==> src/rtl/spi_bus_arbiter.sv <==
// spi_bus_arbiter: shares one physical SPI bus between two SPI master cores.
// Requester 0 and requester 1 use a req/gnt handshake. Ties are broken
// round-robin. A guard gap of idle clocks follows every release. The bus sits
// at its idle levels whenever nobody owns it.
// Optional feature macro: SPI_BUS_ARBITER_TIMEOUT_EN. When it is defined, a
// watchdog revokes any grant that lasts TIMEOUT_CYC clocks and sets the
// sticky timeout_flag.
module spi_bus_arbiter #(
  parameter int SS0_W       = 2,
  parameter int SS1_W       = 3,
  parameter bit CPOL        = 1'b0,
  parameter int GUARD_CYC   = 4,
  parameter int TIMEOUT_CYC = 65535
) (
  input  logic                   clk,
  input  logic                   rst,
  input  logic [1:0]             req,
  output logic [1:0]             gnt,
  input  logic                   m0_sclk,
  input  logic                   m0_mosi,
  input  logic [SS0_W-1:0]       m0_ss_n,
  output logic                   m0_miso,
  input  logic                   m1_sclk,
  input  logic                   m1_mosi,
  input  logic [SS1_W-1:0]       m1_ss_n,
  output logic                   m1_miso,
  output logic                   bus_sclk,
  output logic                   bus_mosi,
  input  logic                   bus_miso,
  output logic [SS0_W+SS1_W-1:0] bus_ss_n,
  output logic [1:0]             owner,
  output logic                   timeout_flag
);

  // Out-of-range configurations are rejected at elaboration time.
  if (GUARD_CYC < 1 || GUARD_CYC > 255) begin : g_bad_guard
    $error("spi_bus_arbiter: GUARD_CYC must be in 1..255");
  end
  if (TIMEOUT_CYC < 1 || TIMEOUT_CYC > 65535) begin : g_bad_timeout
    $error("spi_bus_arbiter: TIMEOUT_CYC must be in 1..65535");
  end

  typedef enum logic [1:0] {
    S_IDLE  = 2'd0,
    S_OWN0  = 2'd1,
    S_OWN1  = 2'd2,
    S_GUARD = 2'd3
  } state_t;

  localparam logic [7:0] GUARD_LOAD = 8'(GUARD_CYC - 1);

  state_t     state, state_nxt;
  logic       last, last_nxt;        // 0: requester 0 owned last, 1: requester 1
  logic [7:0] guard_cnt, guard_nxt;
  logic       rel0, rel1;            // owner has finished its transfer
  logic       wdog_hit;              // grant has reached its length limit

  // The owner releases only when it has dropped req and all of its selects
  // are high. The two conditions are sampled in the same clock, so a transfer
  // that is still running keeps the bus.
  assign rel0 = ~req[0] & (&m0_ss_n);
  assign rel1 = ~req[1] & (&m1_ss_n);

`ifdef SPI_BUS_ARBITER_TIMEOUT_EN
  localparam logic [15:0] TIMEOUT_LAST = 16'(TIMEOUT_CYC - 1);

  logic [15:0] wdog;
  logic        to_flag;
  logic        owned;

  assign owned    = (state == S_OWN0) || (state == S_OWN1);
  assign wdog_hit = owned && (wdog == TIMEOUT_LAST);

  // Watchdog counts owned clocks. It rests at zero outside ownership, so every
  // grant starts counting from zero. The flag stays set until reset.
  always_ff @(posedge clk or negedge rst) begin
    if (!rst) begin
      wdog    <= '0;
      to_flag <= 1'b0;
    end else begin
      wdog <= owned ? wdog + 16'd1 : 16'd0;
      if (wdog_hit) to_flag <= 1'b1;
    end
  end

  assign timeout_flag = to_flag;
`else
  assign wdog_hit     = 1'b0;
  assign timeout_flag = 1'b0;
`endif

  // State register plus registered gnt/owner, which decode the next state.
  always_ff @(posedge clk or negedge rst) begin
    if (!rst) begin
      // NOTE: only control registers exist here, and each one gets an explicit
      // async reset value. Reset forces state to IDLE, so the bus mux below
      // drops to idle levels asynchronously.
      state     <= S_IDLE;
      last      <= 1'b1;
      guard_cnt <= '0;
      gnt       <= 2'b00;
      owner     <= 2'b00;
    end else begin
      // NOTE: sequential state uses non-blocking assignments only. Every
      // register then updates from values sampled before the edge.
      state     <= state_nxt;
      last      <= last_nxt;
      guard_cnt <= guard_nxt;
      gnt       <= {state_nxt == S_OWN1, state_nxt == S_OWN0};
      owner     <= {state_nxt == S_OWN1, state_nxt == S_OWN0};
    end
  end

  // Next-state logic: arbitration in IDLE, release/timeout in OWNx, gap count.
  always_comb begin
    // NOTE: every signal gets a default first. The paths that do not assign a
    // value then hold it, and no latch is inferred.
    state_nxt = state;
    last_nxt  = last;
    guard_nxt = guard_cnt;
    unique case (state)
      S_IDLE: begin
        unique case (req)
          2'b01:   state_nxt = S_OWN0;
          2'b10:   state_nxt = S_OWN1;
          2'b11:   state_nxt = last ? S_OWN0 : S_OWN1;
          default: state_nxt = S_IDLE;
        endcase
      end
      S_OWN0: begin
        if (rel0 || wdog_hit) begin
          state_nxt = S_GUARD;
          last_nxt  = 1'b0;
          guard_nxt = GUARD_LOAD;
        end
      end
      S_OWN1: begin
        if (rel1 || wdog_hit) begin
          state_nxt = S_GUARD;
          last_nxt  = 1'b1;
          guard_nxt = GUARD_LOAD;
        end
      end
      S_GUARD: begin
        if (guard_cnt == 8'd0) state_nxt = S_IDLE;
        else                   guard_nxt = guard_cnt - 8'd1;
      end
      default: state_nxt = S_IDLE;
    endcase
  end

  // Bus data path: a zero-latency mux from the owner, idle levels otherwise.
  // The non-owner's selects are forced high, and its MISO is held at 0.
  always_comb begin
    bus_sclk = CPOL;
    bus_mosi = 1'b0;
    bus_ss_n = '1;
    m0_miso  = 1'b0;
    m1_miso  = 1'b0;
    unique case (state)
      S_OWN0: begin
        bus_sclk = m0_sclk;
        bus_mosi = m0_mosi;
        bus_ss_n = {{SS1_W{1'b1}}, m0_ss_n};
        m0_miso  = bus_miso;
      end
      S_OWN1: begin
        bus_sclk = m1_sclk;
        bus_mosi = m1_mosi;
        bus_ss_n = {m1_ss_n, {SS0_W{1'b1}}};
        m1_miso  = bus_miso;
      end
      default: ;
    endcase
  end

endmodule

==> config.mk <==
export PLATFORM = sky130hd
export DESIGN_NAME = spi_bus_arbiter
export DESIGN_NICKNAME = d
export VERILOG_FILES = /design/src/rtl/spi_bus_arbiter.sv
export SDC_FILE = /design/constraint.sdc
export NUM_CORES = 1
export LEC_CHECK = 0
export ABC_AREA = 1
export CORE_UTILIZATION = 53
export CTS_BUF_LIST = sky130_fd_sc_hd__clkbuf_4 sky130_fd_sc_hd__clkbuf_8
export CTS_CLUSTER_SIZE = 40
export DETAILED_ROUTE_END_ITERATION = 6
export PLACE_DENSITY = 0.95
export SLEW_MARGIN = 20
export SYNTH_ARGS = -nofsm -noshare
export SYNTH_HDL_FRONTEND = slang
export SYNTH_SLANG_ARGS = --single-unit
==> constraint.sdc <==
create_clock -name clk -period 2.25 [get_ports clk]
set_input_delay 0.3375 -clock clk [delete_from_list [all_inputs] [get_ports clk]]
set_output_delay 0.3375 -clock clk [all_outputs]
set_load 0.02 [all_outputs]
==> out/qor.txt <==
Start point of the critical path: state[1]$_DFF_PN0_
WL per Instance: 12.58 um
DR vias/cell: 5.119
Leakage power: 0.6696 nW
Post-DRT Antenna Nets: 0
Synth Cell Area: 1021 sq um
First-pass GRT wire length: 3.898 mm
Root buf cell: clkbuf_4
Layout cells sized above 1: 13.07%
CTS buffer count: 3
# hold bufs at CTS: 0
CP bufs+invs: 3
Delay-heaviest family, CP: buffers and inverters
Crit path cell chain: inv_1 > ha_2 > nand2_1 > inv_1 > clkdlybuf4s50_1
Starting Density: 57.87%
Cells after Synth: 151
Worst Skew: 7.563 ps
Post-DP HPWL: 2.069 mm
Crit path largest cell delay: 600 ps
Clk slew on worst S/H paths: 80 ps
CP max FO: 9
Syn Nets: 171
Pin count of the biggest net entering global routing: 14
# resized after CTS: 9
Fill cells: 155
R2R setup slack: 660 ps
Via count: 1029
Port bufs: 26
Final Hold Viols: 0
TritonCTS Sinks: 13
Setup ws final: 21.96 ps
Routed wl met3: 80 um
Die Span Y: 45.89 um
Slew HR: 58.48%
Arrival @ worst endpoint: 1890 ps
PnR Total Power: 2.172 mW
Power per cell area: 1665 nW/um^2
Most common cell in the netlist: nand2_1
Register area share after synthesis: 31.99%
Diodes inserted: 0
IO Pins: 28
Reg2reg end: guard_cnt[5]$_DFFE_PN0P_
Max Buffers Root-to-Sink: 2
Drt total wl: 2.529 mm
Global Route Usage Sum: 26.14%
Layout Nets: 197
Most common cell on crit path: inv_1
Post-synth top area share: 29.41%
Fmax: 0.4488 GHz
Worst hold path type: in2async
Gr ovfl total: 0
Avg Cell Area, Syn: 6.761 sq um
R2r startpoint: state[1]$_DFF_PN0_
DRT iter0 DRCs: 16
Setup TNS: 0 ps
Row count: 15
Post-place setup slack: 129.0 ps
Minimum clock period: 2228 ps
Post-synth top cells: nand2_1 (47), inv_1 (21), nand3_1 (13)
Metal2 WL: 1.483 mm
Total die area: 2106 sq um
Setup violators final: 0
Number of enable flip-flop cells after synthesis: 0
Antenna violations before repair: 0
DR DRC count: 0
Final core occ: 73.97%
WP data required: 1910 ps
Ys Warns: 0
Crit path launch type: flip-flop
Max Cap Viol: 0
Outcome: finished, final reports clean
Main flop type after synthesis: dfrtp_1
Setup bufs post-CTS: 0
FF+latch count, synth: 13
Die width: 45.89 um
Distinct cell type count after synthesis: 24
VDD IR max: 0.001193 V
Drt pass-1 iters: 4
Tightest Pin Transition: 620.8 ps
R2R cell count: 8
Clock latency on the worst-skew pair: 280 ps
# H-tree levels: 1
Synth top area cells: dfrtp_1 (29%), nand2_1 (17%), inv_1 (7.7%)
Final period util: 99.02%
Hold WS: 432.0 ps
Crit end category: output port
Area delta synth->final: 27.82%
Synth area leader: dfrtp_1
Top routing layer in use: met4
TritonCTS clock tree: done
Unrepaired setup endpoints after global routing: yes
CP max-delay cell: clkdlybuf4s50_1
Wire length on met1: 934 um
Final Slew Violations: 0
Global placer's final weighted congestion: 0.8831
Vias in the first global route: 974
Ys async rst share: 100.0%
Setup CP Type: reg2out
Core area: 1764 sq um
report_power, final:
group | switching [mW] | internal, mW | total (mW) | leakage, nW
clock | 0.0803 | 0.0810 | 0.161 | 0.0184
sequential | 0.0916 | 0.352 | 0.444 | 0.164
combinational | 1.00 | 0.564 | 1.57 | 0.487
total | 1.18 | 0.997 | 2.17 | 0.670
routing by layer:
layer,vias to the layer above,GRT usage [%]
li1,510,-
met1,491,25.00
met2,24,54.65
met3,4,3.968
met4,0,7.647
met5,-,0
kinds of logic after synthesis:
group	synth area share (%)
AND/OR/NAND/NOR	37.01
flip-flops	31.99
XOR/XNOR	1.716
other	0.3673
buffers and inverters	12.99
adder cells (fa/ha/maj)	7.353
AO/OA/AOI/OAI	8.578
per-stage QoR:
step | std cells | area, sq um
final | 201 | 1305
after CTS | 201 | 1301
after global routing | 201 | 1305
after global placement | 197 | 1275
after detailed placement | 197 | 1275
after floorplan | 151 | 1021
sequential cells by signal, indices dropped and copies added, names as in the netlist:
signal,flops
guard_cnt,8
last,1
owner,2
state,2
worst max path at each step:
stage	endpoint	slack, ps	depth (start not counted)
2_1_floorplan	bus_ss_n[2]	600	5
3_3_place_gp	bus_ss_n[2]	200	5
3_5_place_dp	bus_ss_n[2]	130	6
4_1_cts	m0_miso	20	5
5_1_grt	m0_miso	-40	5
6_report	m0_miso	20	5
cell type report:
| class | instances | area (sq um) | share of cell area (%) |
|---|---|---|---|
| Tap cell | 25 | 31.28 | 2.397 |
| Sequential cell | 13 | 327.8 | 25.12 |
| Clock buffer | 4 | 30.03 | 2.301 |
| Inverter | 25 | 95.09 | 7.287 |
| Multi-Input combinational cell | 108 | 569.3 | 43.62 |
| Timing Repair Buffer | 26 | 251.5 | 19.27 |
layout by cell type (no fill, tap or decap), types with 2 or more instances in the layout:
cell / synthesis / layout
nand2_1: 47 / 47
inv_1: 21 / 21
clkdlybuf4s50_1: 0 / 19
nand3_1: 13 / 13
dfrtp_1: 12 / 11
nor2_1: 11 / 10
o21ai_1: 9 / 9
dlygate4sd2_1: 0 / 7
nor2_2: 3 / 4
o21ai_0: 4 / 4
ha_1: 6 / 4
clkbuf_4: 0 / 4
inv_2: 3 / 3
a21oi_1: 3 / 3
nand2_2: 3 / 3
ha_2: 0 / 2
(Power assumes the default switching activity.)
